## src/rtl/mem_port_arbiter_pkg.sv

```systemverilog
`default_nettype none
// ============================================================================
// Module   : mem_port_arbiter_pkg
// Brief    : Shared types and constants for the memory-port arbiter: FSM state
//            encoding, grant owner encoding and the legal MEM_LAT range.
// Revision : 1.0 - initial release
// ============================================================================
package mem_port_arbiter_pkg;

  // Arbiter FSM states
  typedef enum logic [1:0] {
    IDLE = 2'd0,
    BUSY = 2'd1,
    DONE = 2'd2
  } state_t;

  // Which requester currently owns (or last owned) the memory port
  typedef enum logic {
    OWN_CPU = 1'b0,
    OWN_DMA = 1'b1
  } owner_t;

  // Legal memory latency range and the countdown width that covers it
  localparam int c_MEM_LAT_MIN = 1;
  localparam int c_MEM_LAT_MAX = 4;
  localparam int c_CNT_W       = 2;

endpackage
`default_nettype wire

```

## src/rtl/mem_port_arbiter_if.sv

```systemverilog
`default_nettype none
// ============================================================================
// Module   : mem_port_arbiter_if
// Brief    : Bundle of the CPU requester, DMA requester and memory-side
//            signals. "slave" is the arbiter view, "master" the environment.
// Revision : 1.0 - initial release
// ============================================================================
interface mem_port_arbiter_if #(
  parameter int AW = 32
);

  logic          cpu_req;
  logic          cpu_we;
  logic [AW-1:0] cpu_addr;
  logic [31:0]   cpu_wdata;
  logic [31:0]   cpu_rdata;
  logic          cpu_done;
  logic          cpu_stall;

  logic          dma_req;
  logic          dma_we;
  logic [AW-1:0] dma_addr;
  logic [31:0]   dma_wdata;
  logic [31:0]   dma_rdata;
  logic          dma_ack;

  logic          mem_rd;
  logic          mem_wr;
  logic [AW-1:0] mem_addr;
  logic [31:0]   mem_wdata;
  logic [31:0]   mem_rdata;

  modport slave (
    input  cpu_req, cpu_we, cpu_addr, cpu_wdata,
    output cpu_rdata, cpu_done, cpu_stall,
    input  dma_req, dma_we, dma_addr, dma_wdata,
    output dma_rdata, dma_ack,
    output mem_rd, mem_wr, mem_addr, mem_wdata,
    input  mem_rdata
  );

  modport master (
    output cpu_req, cpu_we, cpu_addr, cpu_wdata,
    input  cpu_rdata, cpu_done, cpu_stall,
    output dma_req, dma_we, dma_addr, dma_wdata,
    input  dma_rdata, dma_ack,
    input  mem_rd, mem_wr, mem_addr, mem_wdata,
    output mem_rdata
  );

endinterface
`default_nettype wire

```

## src/rtl/memarb_rr_pick.sv

```systemverilog
`default_nettype none
// ============================================================================
// Module   : memarb_rr_pick
// Brief    : Grant selection for the memory-port arbiter. A lone requester
//            always wins. On a collision the CPU wins, unless MEMARB_FAIR_EN
//            is defined, in which case the requester that did not own the
//            previous grant wins (round-robin).
// Config   : MEMARB_FAIR_EN - enables round-robin collision resolution
// Revision : 1.0 - initial release
// ============================================================================
module memarb_rr_pick
  import mem_port_arbiter_pkg::*;
(
  input  logic   i_cpu_req,
  input  logic   i_dma_req,
  input  owner_t i_last_owner,
  output owner_t o_owner
);

`ifdef MEMARB_FAIR_EN
  // Collision goes to whoever did not win last time
  always_comb begin
    o_owner = OWN_CPU;
    if (i_cpu_req && i_dma_req) begin
      o_owner = (i_last_owner == OWN_CPU) ? OWN_DMA : OWN_CPU;
    end else if (i_dma_req) begin
      o_owner = OWN_DMA;
    end
  end
`else
  // Fixed priority has no use for the grant history
  logic w_unused_last_owner;
  assign w_unused_last_owner = (i_last_owner == OWN_DMA);

  // CPU has fixed priority; DMA wins only when alone
  always_comb begin
    o_owner = OWN_CPU;
    if (i_dma_req && !i_cpu_req) begin
      o_owner = OWN_DMA;
    end
  end
`endif

endmodule
`default_nettype wire

```

## src/rtl/mem_port_arbiter.sv

```systemverilog
`default_nettype none
// ============================================================================
// Module   : mem_port_arbiter
// Brief    : Shares one fixed-latency data-memory port between a CPU and a
//            DMA/debug requester. Each access runs IDLE -> BUSY (MEM_LAT
//            cycles of strobe) -> DONE (one-cycle completion pulse).
// Config   : MEMARB_FAIR_EN - round-robin collision resolution (default:
//            CPU priority)
// Revision : 1.0 - initial release
// ============================================================================
module mem_port_arbiter
  import mem_port_arbiter_pkg::*;
#(
  parameter int MEM_LAT = 2,
  parameter int AW      = 32
) (
  input  logic              clk,
  input  logic              reset,
  mem_port_arbiter_if.slave bus
);

  // Reject latencies the countdown cannot represent
  generate
    if (MEM_LAT < c_MEM_LAT_MIN || MEM_LAT > c_MEM_LAT_MAX) begin : g_lat_check
      $error("mem_port_arbiter: MEM_LAT out of range");
    end
  endgenerate

  localparam logic [c_CNT_W-1:0] c_CNT_INIT = c_CNT_W'(MEM_LAT - 1);

  state_t             r_state;
  logic [c_CNT_W-1:0] r_count;
  owner_t             r_owner;
  owner_t             r_last_owner;
  logic               r_we;
  logic               r_mem_rd;
  logic               r_mem_wr;
  logic [AW-1:0]      r_mem_addr;
  logic [31:0]        r_mem_wdata;
  logic [31:0]        r_cpu_rdata;
  logic [31:0]        r_dma_rdata;
  logic               r_cpu_done;
  logic               r_dma_ack;

  owner_t             w_pick;
  logic               w_any_req;
  logic               w_pick_we;
  logic [AW-1:0]      w_pick_addr;
  logic [31:0]        w_pick_wdata;

  memarb_rr_pick u_pick (
    .i_cpu_req    (bus.cpu_req),
    .i_dma_req    (bus.dma_req),
    .i_last_owner (r_last_owner),
    .o_owner      (w_pick)
  );

  assign w_any_req = bus.cpu_req | bus.dma_req;

  // Route the winning requester's command fields toward the latch
  always_comb begin
    w_pick_we    = bus.cpu_we;
    w_pick_addr  = bus.cpu_addr;
    w_pick_wdata = bus.cpu_wdata;
    if (w_pick == OWN_DMA) begin
      w_pick_we    = bus.dma_we;
      w_pick_addr  = bus.dma_addr;
      w_pick_wdata = bus.dma_wdata;
    end
  end

  // Access FSM: latch command in IDLE, strobe memory in BUSY, pulse in DONE
  always_ff @(posedge clk or posedge reset) begin
    if (reset) begin
      r_state      <= IDLE;
      r_count      <= '0;
      r_owner      <= OWN_CPU;
      r_last_owner <= OWN_DMA;
      r_we         <= 1'b0;
      r_mem_rd     <= 1'b0;
      r_mem_wr     <= 1'b0;
      r_mem_addr   <= '0;
      r_mem_wdata  <= '0;
      r_cpu_rdata  <= '0;
      r_dma_rdata  <= '0;
      r_cpu_done   <= 1'b0;
      r_dma_ack    <= 1'b0;
    end else begin
      r_cpu_done <= 1'b0;
      r_dma_ack  <= 1'b0;
      case (r_state)
        IDLE: begin
          if (w_any_req) begin
            r_owner      <= w_pick;
            r_last_owner <= w_pick;
            r_we         <= w_pick_we;
            r_mem_addr   <= w_pick_addr;
            r_mem_wdata  <= w_pick_wdata;
            r_count      <= c_CNT_INIT;
            r_mem_rd     <= ~w_pick_we;
            r_mem_wr     <= w_pick_we;
            r_state      <= BUSY;
          end
        end
        BUSY: begin
          if (r_count == '0) begin
            r_mem_rd <= 1'b0;
            r_mem_wr <= 1'b0;
            // Load data is only valid in the final BUSY cycle
            if (!r_we) begin
              if (r_owner == OWN_CPU) begin
                r_cpu_rdata <= bus.mem_rdata;
              end else begin
                r_dma_rdata <= bus.mem_rdata;
              end
            end
            if (r_owner == OWN_CPU) begin
              r_cpu_done <= 1'b1;
            end else begin
              r_dma_ack <= 1'b1;
            end
            r_state <= DONE;
          end else begin
            r_count <= r_count - 1'b1;
          end
        end
        DONE: begin
          r_state <= IDLE;
        end
        default: begin
          r_state <= IDLE;
        end
      endcase
    end
  end

  assign bus.cpu_rdata = r_cpu_rdata;
  assign bus.cpu_done  = r_cpu_done;
  assign bus.cpu_stall = bus.cpu_req & ~r_cpu_done;
  assign bus.dma_rdata = r_dma_rdata;
  assign bus.dma_ack   = r_dma_ack;
  assign bus.mem_rd    = r_mem_rd;
  assign bus.mem_wr    = r_mem_wr;
  assign bus.mem_addr  = r_mem_addr;
  assign bus.mem_wdata = r_mem_wdata;

endmodule
`default_nettype wire
```

## src/flat_wrapper.sv

```systemverilog
// flat-port wrapper written by rule: the top's interface ports become plain ports
module mem_port_arbiter_flat import mem_port_arbiter_pkg::*;
#(
  parameter int MEM_LAT = 2,
  parameter int AW      = 32
)
  (clk, reset, bus_cpu_req, bus_cpu_we, bus_cpu_addr, bus_cpu_wdata, bus_cpu_rdata, bus_cpu_done, bus_cpu_stall, bus_dma_req, bus_dma_we, bus_dma_addr, bus_dma_wdata, bus_dma_rdata, bus_dma_ack, bus_mem_rd, bus_mem_wr, bus_mem_addr, bus_mem_wdata, bus_mem_rdata);
  mem_port_arbiter_if #(.AW(AW)) bus_i ();
  input  logic clk;
  input  logic reset;
  input wire logic [$bits(bus_i.cpu_req)-1:0] bus_cpu_req;
  input wire logic [$bits(bus_i.cpu_we)-1:0] bus_cpu_we;
  input wire logic [$bits(bus_i.cpu_addr)-1:0] bus_cpu_addr;
  input wire logic [$bits(bus_i.cpu_wdata)-1:0] bus_cpu_wdata;
  output wire logic [$bits(bus_i.cpu_rdata)-1:0] bus_cpu_rdata;
  output wire logic [$bits(bus_i.cpu_done)-1:0] bus_cpu_done;
  output wire logic [$bits(bus_i.cpu_stall)-1:0] bus_cpu_stall;
  input wire logic [$bits(bus_i.dma_req)-1:0] bus_dma_req;
  input wire logic [$bits(bus_i.dma_we)-1:0] bus_dma_we;
  input wire logic [$bits(bus_i.dma_addr)-1:0] bus_dma_addr;
  input wire logic [$bits(bus_i.dma_wdata)-1:0] bus_dma_wdata;
  output wire logic [$bits(bus_i.dma_rdata)-1:0] bus_dma_rdata;
  output wire logic [$bits(bus_i.dma_ack)-1:0] bus_dma_ack;
  output wire logic [$bits(bus_i.mem_rd)-1:0] bus_mem_rd;
  output wire logic [$bits(bus_i.mem_wr)-1:0] bus_mem_wr;
  output wire logic [$bits(bus_i.mem_addr)-1:0] bus_mem_addr;
  output wire logic [$bits(bus_i.mem_wdata)-1:0] bus_mem_wdata;
  input wire logic [$bits(bus_i.mem_rdata)-1:0] bus_mem_rdata;
  assign bus_i.cpu_req = bus_cpu_req;
  assign bus_i.cpu_we = bus_cpu_we;
  assign bus_i.cpu_addr = bus_cpu_addr;
  assign bus_i.cpu_wdata = bus_cpu_wdata;
  assign bus_cpu_rdata = bus_i.cpu_rdata;
  assign bus_cpu_done = bus_i.cpu_done;
  assign bus_cpu_stall = bus_i.cpu_stall;
  assign bus_i.dma_req = bus_dma_req;
  assign bus_i.dma_we = bus_dma_we;
  assign bus_i.dma_addr = bus_dma_addr;
  assign bus_i.dma_wdata = bus_dma_wdata;
  assign bus_dma_rdata = bus_i.dma_rdata;
  assign bus_dma_ack = bus_i.dma_ack;
  assign bus_mem_rd = bus_i.mem_rd;
  assign bus_mem_wr = bus_i.mem_wr;
  assign bus_mem_addr = bus_i.mem_addr;
  assign bus_mem_wdata = bus_i.mem_wdata;
  assign bus_i.mem_rdata = bus_mem_rdata;
  mem_port_arbiter #(.MEM_LAT(MEM_LAT), .AW(AW)) u_core (.clk(clk), .reset(reset), .bus(bus_i));
endmodule
```

## config.mk

```make
export PLATFORM = sky130hd
export DESIGN_NAME = mem_port_arbiter_flat
export DESIGN_NICKNAME = d
export VERILOG_FILES = /design/src/rtl/mem_port_arbiter_pkg.sv /design/src/rtl/mem_port_arbiter_if.sv /design/src/rtl/memarb_rr_pick.sv /design/src/rtl/mem_port_arbiter.sv /design/src/flat_wrapper.sv
export SDC_FILE = /design/constraint.sdc
export NUM_CORES = 1
export LEC_CHECK = 0
export CAP_MARGIN = 20
export CORE_MARGIN = 5
export CORE_UTILIZATION = 44
export DETAILED_ROUTE_END_ITERATION = 6
export PLACE_DENSITY = 0.95
export SLEW_MARGIN = 25
export SYNTH_ARGS = -nofsm -noshare
export SYNTH_HDL_FRONTEND = slang
export SYNTH_HIERARCHICAL = 1
export SYNTH_SLANG_ARGS = --single-unit
```

## constraint.sdc

```tcl
create_clock -name clk -period 7.8 [get_ports clk]
set_input_delay 2.34 -clock clk [delete_from_list [all_inputs] [get_ports clk]]
set_output_delay 2.34 -clock clk [all_outputs]
set_load 0.02 [all_outputs]
```

==> results of run 1 <==
==> power groups by stage <==
stage                     combinational [mW]  clock (mW)  sequential (mW)
final                                   2.01       0.802             1.30
after CTS                               2.02       0.813             1.30
after global placement                  1.95           0             1.27
after floorplan                        0.614           0             1.68
after global routing                    2.12       0.849             1.35
after detailed placement                2.01           0             1.30
==> sequential cells by signal (all words and copies together) (netlist names), 2 cells and up <==
name / flops
u_core/bus.cpu_rdata: 32
u_core/bus.dma_rdata: 32
u_core/bus.mem_addr: 32
u_core/bus.mem_wdata: 32
u_core/r_count: 2
u_core/r_state: 2
==> cell type report <==
class                           instances  area (um^2)  area share [%]
Multi-Input combinational cell        284         2355           24.34
Clock inverter                          7        120.1           1.241
Timing Repair Buffer                  306         3043           31.45
Tap cell                              176        220.2           2.276
Sequential cell                       138         3453           35.69
Clock buffer                           21        460.4           4.759
Inverter                                5        23.77          0.2457
==> placed cells by master (no fill, tap or decap), types with 2 or more instances in the layout <==
cell type        count
clkbuf_8             2
nor2_1               2
nand2_1              2
dfrtp_1            138
clkdlybuf4s50_1    298
clkbuf_16           17
mux2_2              34
a21oi_1            129
inv_1                4
mux2_1               3
bufinv_16            3
nor2b_1              2
ha_1                 2
clkinv_4             2
buf_4                8
mux2_4              30
clkbuf_1             2
o21ai_0              2
mux2i_1             65
==> critical path, stage by stage <==
cell	delay, ns
clkdlybuf4s50_1	0.56
nor2b_1	0.17
clkdlybuf4s50_1	0.61
==> metal layers <==
| metal | share of wire [%] | GRT usage, % | wire (um) | vias up |
|---|---|---|---|---|
| met3 | 8.8 | 7.987 | 1674 | 32 |
| met4 | 2.5 | 8.959 | 469 | 0 |
| li1 | - | - | - | 2227 |
| met5 | 0 | 0 | 0 | - |
| met1 | 38 | 26.27 | 7166 | 2405 |
| met2 | 51 | 41.44 | 9733 | 259 |
==> worst min-delay path by stage <==
| stage | slack, ns | end | cells past startpoint |
|---|---|---|---|
| 2_1_floorplan | 0.46 | u_core/bus.cpu_done$_DFF_PP0_ | 1 |
| 3_3_place_gp | 0.47 | u_core/bus.cpu_rdata[17]$_DFFE_PP0P_ | 1 |
| 3_5_place_dp | 0.49 | u_core/bus.dma_rdata[1]$_DFFE_PP0P_ | 1 |
| 4_1_cts | 0.51 | u_core/bus.cpu_rdata[26]$_DFFE_PP0P_ | 1 |
| 5_1_grt | 0.51 | u_core/bus.dma_rdata[17]$_DFFE_PP0P_ | 1 |
| 6_report | 0.51 | u_core/bus.dma_rdata[17]$_DFFE_PP0P_ | 1 |
==> results.cfg, run 1 <==
[drt]
routedWlPerCell_um = 20.32
vias = 4923
drt_iter0_drc = 318
viasPerCell = 5.254
ant_nets = 0
dr.pass1.iters = 4
routed_wl_mm = 19.04
drc_errors = 0

[status]
status = completed

[critical_path]
cp-end-kind = output port
path_max_fanout = 4
r2r_start = u_core/r_count[0]$_DFFE_PP0P_
path_class = in -> out
r2r-end = u_core/bus.dma_rdata[21]$_DFFE_PP0P_
critPathRequiredTime_ns = 5.46
cp-endpoint = bus_cpu_stall
rrSetupSlack_ns = 5.67
rr_worst_depth = 6
arrival_ns = 3.68
crit_path_start_kind = input pin
cp-startpoint = bus_cpu_req

[place]
hpwl_mm = 13.92
dp_cells = 909
portBuffers = 298
gp_congestion = 0.8718
pre_cts_slack_ns = 1.771
place_area_mm2 = 0.009095

[cts]
cts_tree = built
numCtsBuffers = 17
cts-resized-gates = 0
htree_levels = 4
postCtsSetupRepairBufs = 0
clk_pin_slew_worst_paths_ns = 0.05
clk_latency_ns = 0.41
clkSinkCount = 138
cts_hold_buf = 0
cts_root_buf = clkbuf_16
clockBufferDepth = 2

[final_layout]
fillers = 810
layout-drive-gt1-share_pct = 13.93
fin_cells = 937
final_area_mm2 = 0.009676
antennaDiodeCount = 0
syn_to_final_growth_pct = 61.74
utilization_pct = 72.77
layout.nets = 920

[global_routing]
grt_pass1_vias = 5409
antenna_found_initial = 0
grt_pass1_wl_mm = 29.50
grt_start_max_net_pins = 77
gr-total-overflow = 0
grt_usage_pct = 23.52

[yosys]
avgSynthCellArea_um2 = 12.89
postSynthCellCount = 464
yosysWarnings = 6
netlist_area_mm2 = 0.005982
synth.net_count = 632

[die]
io_pins = 299
die_h_um = 126.6
die_w_um = 126.6
die_area_mm2 = 0.01603
core.rowCount = 42
start_util_pct = 44.99
core_mm2 = 0.01330

[power_and_ir_drop]
p_sw_share_pct = 37.29
fin_total_pwr_mw = 4.117
seq_power_share_pct = 31.6
p_sw_mw = 1.535
power.density_mw_per_mm2 = 425.5
power.leakage_nw = 4.065
ir_worst_vdd_v = 0.0001975
p_int_mw = 2.582
pwr-share-clk_pct = 19.5
combinationalPowerShare_pct = 48.9

[min_path]
hold_path_class = reg -> reg
hp-start = u_core/bus.dma_rdata[17]$_DFFE_PP0P_

[sta]
rsz0062_at_grt = no
slew_viol_final = 0
finalSetupTns_ns = 0
tightestPinTransition_ns = 0.9129
hold_viol_final = 0
max_freq_mhz = 166.1
slew_headroom_pct = 39.14
period_needed_ns = 6.022
clock_skew_ns = 0.008124
finalCritPeriodShare_pct = 77.20
hold_slack_ns = 0.5056
finalSetupViolCount = 0
setup_ws_ns = 1.778

[run]
drv_cap = 0
Note: power is estimated with default switching activity, not from simulation.
==> run 2, diff against run 1 <==
--- a/config.mk
+++ b/config.mk
@@ -7,9 +7,9 @@
 export LEC_CHECK = 0
 export CAP_MARGIN = 20
 export CORE_MARGIN = 5
-export CORE_UTILIZATION = 44
+export CORE_UTILIZATION = 37
 export DETAILED_ROUTE_END_ITERATION = 6
-export PLACE_DENSITY = 0.95
+export PLACE_DENSITY = 0.89
 export SLEW_MARGIN = 25
 export SYNTH_ARGS = -nofsm -noshare
 export SYNTH_HDL_FRONTEND = slang
==> constraint.sdc (replaced) <==
create_clock -name clk -period 4.82 [get_ports clk]
set_input_delay 1.446 -clock clk [delete_from_list [all_inputs] [get_ports clk]]
set_output_delay 1.446 -clock clk [all_outputs]
set_load 0.02 [all_outputs]
==> results.cfg, run 2 (synthesis gave the netlist of run 1 again) <==
[sta]
clock_skew_ns = 0.008743
hold_viol_final = 0
slew_headroom_pct = 34.09
tightestPinTransition_ns = 0.9886
rsz0062_at_grt = no
finalCritPeriodShare_pct = 87.55
finalSetupViolCount = 0
max_freq_mhz = 237.0
period_needed_ns = 4.220
finalSetupTns_ns = 0
slew_viol_final = 0
hold_slack_ns = 0.4989

[place]
hpwl_mm = 13.91
gp_congestion = 0.7445
portBuffers = 298

[global_routing]
antenna_found_initial = 2
grt_pass1_vias = 5128
grt_usage_pct = 19.83
grtUsageMet2_pct = 32.92
grt_pass1_wl_mm = 28.43
grt_start_max_net_pins = 93
gr-usage-met1_pct = 22.84
met3_usage_pct = 8.015
gr-total-overflow = 0
top_usage_layer = met2

[cts]
postCtsSetupRepairBufs = 0
cts_tree = built
clkSinkCount = 138
clk_latency_ns = 0.41
cts_root_buf = clkbuf_16
numCtsBuffers = 17
htree_levels = 4
cts_hold_buf = 0
clockBufferDepth = 2
clk_pin_slew_worst_paths_ns = 0.06
cts-resized-gates = 0

[power_and_ir_drop]
power.density_mw_per_mm2 = 679.2
fin_total_pwr_mw = 6.646
power.leakage_nw = 4.084
ir_worst_vdd_v = 0.0002882

[critical_path]
cp_slowest_cell = clkdlybuf4s50_1
arrival_ns = 2.77
crit_path_start_kind = input pin
path_class = in -> out
crit_top_cell = clkdlybuf4s50_1
cp-end-kind = output port
critPathRequiredTime_ns = 3.37
critPathMaxStageDelay_ns = 0.60
cp_cell_sequence = clkdlybuf4s50_1 > nor2b_1 > clkdlybuf4s50_1
path_max_fanout = 4

[die]
die_area_mm2 = 0.01881
core_mm2 = 0.01589
die_w_um = 137.2
core.rowCount = 46
start_util_pct = 37.66
io_pins = 299
die_h_um = 137.2

[final_layout]
fillers = 1239
syn_to_final_growth_pct = 63.56
final_common_cell = clkdlybuf4s50_1
layout.nets = 921
multi_input_area_mm2 = 0.002355
seq_area_mm2 = 0.003453
layout_common_cells = clkdlybuf4s50_1 (298), dfrtp_1 (138), a21oi_1 (129)
layout-drive-gt1-share_pct = 14.75

[run]
drv_cap = 0

[drt]
routed_wl_mm = 18.85
routedWlPerCell_um = 19.16
viasPerCell = 4.936
drc_errors = 0
ant_nets = 0
dr.pass1.iters = 4
vias = 4857
drt_iter0_drc = 190

[status]
status = completed

[min_path]
hold_path_class = reg -> reg
run 2: path summary, 6_finish.rpt:
kind,from,slack (ns),to,cells past startpoint
max in group asynchronous,reset,2.81,u_core/bus.mem_wdata[15]$_DFFE_PP0P_,3
min reg2reg,u_core/bus.cpu_rdata[10]$_DFFE_PP0P_,0.50,u_core/bus.cpu_rdata[10]$_DFFE_PP0P_,1
min in group asynchronous,reset,1.52,u_core/bus.cpu_rdata[27]$_DFFE_PP0P_,3
max reg2reg,u_core/r_state[0]$_DFFE_PP0P_,2.64,u_core/r_owner$_DFFE_PP0P_,4
min,u_core/bus.cpu_rdata[10]$_DFFE_PP0P_,0.50,u_core/bus.cpu_rdata[10]$_DFFE_PP0P_,1
max,bus_cpu_req,0.60,bus_cpu_stall,3
run 2: layer usage:
layer / vias up / part of all wire, % / wire length [um]
met1: 2329 / 38 / 7106
met3: 23 / 12 / 2265
met4: 0 / 2.0 / 381
met5: - / 0 / 0
met2: 248 / 48 / 9099
li1: 2257 / - / -
run 2: final cells by class:
type | count | area share, %
flip-flops and latches | 138 | 35.29
repair buffers | 307 | 31.43
multi-input cells | 284 | 24.07
clock buffers | 18 | 4.488
well taps | 216 | 2.762
clock inverters | 14 | 1.675
inverters | 5 | 0.2302
diodes | 2 | 0.05115
run 2: worst max-delay path, delay by kind of cell:
kind / cells / cell delay (ns)
and+or+nand+nor: 1 / 0.15
buffers and inverters: 2 / 1.17
run 2: where the power goes:
| group | internal (mW) | switching, mW |
|---|---|---|
| logic | 1.61 | 1.63 |
| registers | 1.74 | 0.358 |
| clock network | 0.790 | 0.523 |
| total | 4.14 | 2.51 |
run 2: through the flow:
step | util (%) | cell area, um^2 | setup WS [ns] | cells
5_1_grt | 61.59 | 9784 | 0.5521 | 984
4_1_cts | 61.56 | 9779 | 0.6023 | 982
6_report | 61.59 | 9784 | 0.6003 | 984
2_1_floorplan | - | 5986 | 1.601 | 464
3_5_place_dp | 57.77 | 9176 | 0.6070 | 950
3_3_place_gp | 57.77 | 9176 | 0.6216 | 950
==> run 3, diff against run 2 <==
--- a/config.mk
+++ b/config.mk
@@ -9,6 +9,7 @@
 export CORE_MARGIN = 5
 export CORE_UTILIZATION = 37
 export DETAILED_ROUTE_END_ITERATION = 6
+export MAX_ROUTING_LAYER = met4
 export PLACE_DENSITY = 0.89
 export SLEW_MARGIN = 25
 export SYNTH_ARGS = -nofsm -noshare
==> results.cfg, run 3 (synthesis gave the netlist of run 1 again) <==
[global_routing]
antenna_found_initial = 2
grt_pass1_wl_mm = 28.38
gr-total-overflow = 0
grt_start_max_net_pins = 93
grt_usage_pct = 20.43
grt_pass1_vias = 5131

[die]
die_h_um = 137.2
die_w_um = 137.2
core_mm2 = 0.01589
die_area_mm2 = 0.01881
io_pins = 299
start_util_pct = 37.66
core.rowCount = 46

[sta]
finalSetupTns_ns = 0
hold_viol_final = 0
finalCritPeriodShare_pct = 87.54
slew_headroom_pct = 34.18
slew_viol_final = 0
period_needed_ns = 4.220
clock_skew_ns = 0.008500
finalSetupViolCount = 0
max_freq_mhz = 237.0
tightestPinTransition_ns = 0.9872
rsz0062_at_grt = no

[cts]
postCtsSetupRepairBufs = 0
clockBufferDepth = 2
numCtsBuffers = 17
clk_pin_slew_worst_paths_ns = 0.06
cts-resized-gates = 0
htree_levels = 4
cts_hold_buf = 0
cts_root_buf = clkbuf_16
cts_tree = built
clk_latency_ns = 0.41
clkSinkCount = 138

[final_layout]
layout-drive-gt1-share_pct = 14.75
final_area_mm2 = 0.009784
fillers = 1239
layout_common_cells = clkdlybuf4s50_1 (298), dfrtp_1 (138), a21oi_1 (129)
final_common_cell = clkdlybuf4s50_1
syn_to_final_growth_pct = 63.56
layout.nets = 921
multi_input_area_mm2 = 0.002355
seq_area_mm2 = 0.003453

[critical_path]
critPathRequiredTime_ns = 3.37
cp-endpoint = bus_cpu_stall
cp-startpoint = bus_cpu_req
rrSetupSlack_ns = 2.63
cp-end-kind = output port
r2r_start = u_core/r_state[0]$_DFFE_PP0P_
rr_worst_depth = 4
crit_top_cell = clkdlybuf4s50_1
arrival_ns = 2.77
critPathMaxStageDelay_ns = 0.60
r2r-end = u_core/r_owner$_DFFE_PP0P_
cp_slowest_cell = clkdlybuf4s50_1
path_max_fanout = 4
cp_cell_sequence = clkdlybuf4s50_1 > nor2b_1 > clkdlybuf4s50_1
crit_path_start_kind = input pin
path_class = in -> out

[drt]
ant_nets = 0
routed_wl_mm = 18.86
dr.pass1.iters = 4
routedWlPerCell_um = 19.16
drt_iter0_drc = 210
drc_errors = 0
viasPerCell = 4.946
vias = 4867

[place]
hpwl_mm = 13.91
place_area_mm2 = 0.009176
portBuffers = 298
gp_congestion = 0.7593

[power_and_ir_drop]
power.density_mw_per_mm2 = 679.3
ir_worst_vdd_v = 0.0002893
power.leakage_nw = 4.084

[run]
drv_cap = 0

[status]
status = completed

[min_path]
hold_path_class = reg -> reg
-- run 3: cell counts in the layout (fill, tap and decap cells not counted) --
Identical to the previous run, type by type.
-- run 3: area by class of cell --
class	instances	area share [%]
diodes	2	0.05115
clock buffers	18	4.488
clock inverters	14	1.675
inverters	5	0.2302
multi-input cells	284	24.07
flip-flops and latches	138	35.29
well taps	216	2.762
repair buffers	307	31.43
-- run 3: power by group --
| part | internal [mW] | switching [mW] |
|---|---|---|
| registers | 1.74 | 0.358 |
| logic | 1.61 | 1.63 |
| clock network | 0.790 | 0.519 |
-- run 3: worst min-delay path by stage --
stage,from,slack (ns),cells after the start,end
floorplan,u_core/r_owner$_DFFE_PP0P_,0.46,1,u_core/bus.cpu_done$_DFF_PP0_
global placement,u_core/bus.cpu_rdata[16]$_DFFE_PP0P_,0.47,1,u_core/bus.cpu_rdata[16]$_DFFE_PP0P_
detailed placement,u_core/bus.cpu_rdata[10]$_DFFE_PP0P_,0.48,1,u_core/bus.cpu_rdata[10]$_DFFE_PP0P_
CTS,u_core/bus.cpu_rdata[10]$_DFFE_PP0P_,0.50,1,u_core/bus.cpu_rdata[10]$_DFFE_PP0P_
global route,u_core/bus.dma_rdata[30]$_DFFE_PP0P_,0.52,1,u_core/bus.dma_rdata[30]$_DFFE_PP0P_
finish,u_core/bus.cpu_rdata[10]$_DFFE_PP0P_,0.49,1,u_core/bus.cpu_rdata[10]$_DFFE_PP0P_
-- run 3: worst max-delay path, delay by kind of cell --
kind	cells	cell delay [ns]
buffers and inverters	2	1.17
and+or+nand+nor	1	0.15
-- run 3: stage by stage --
stage                     std cells  hold slack (ns)  util (%)  power, mW  worst slack (ns)
after global routing            984           0.5205     61.59      7.016            0.5521
after detailed placement        950           0.4843     57.77      5.358            0.6070
after CTS                       982           0.4978     61.56      6.717            0.6023
final                           984           0.4933     61.59      6.646            0.6004
after global placement          950           0.4689     57.77      5.237            0.6216
after floorplan                 464           0.4617         -      3.718             1.601
-- run 3: per-layer routing --
layer / wire (um) / GRT usage (%) / up-vias
met4: 380 / 7.927 / 0
met3: 2159 / 7.426 / 23
li1: - / - / 2255
met5: 0 / - / -
met2: 9119 / 32.86 / 250
met1: 7199 / 23.34 / 2339
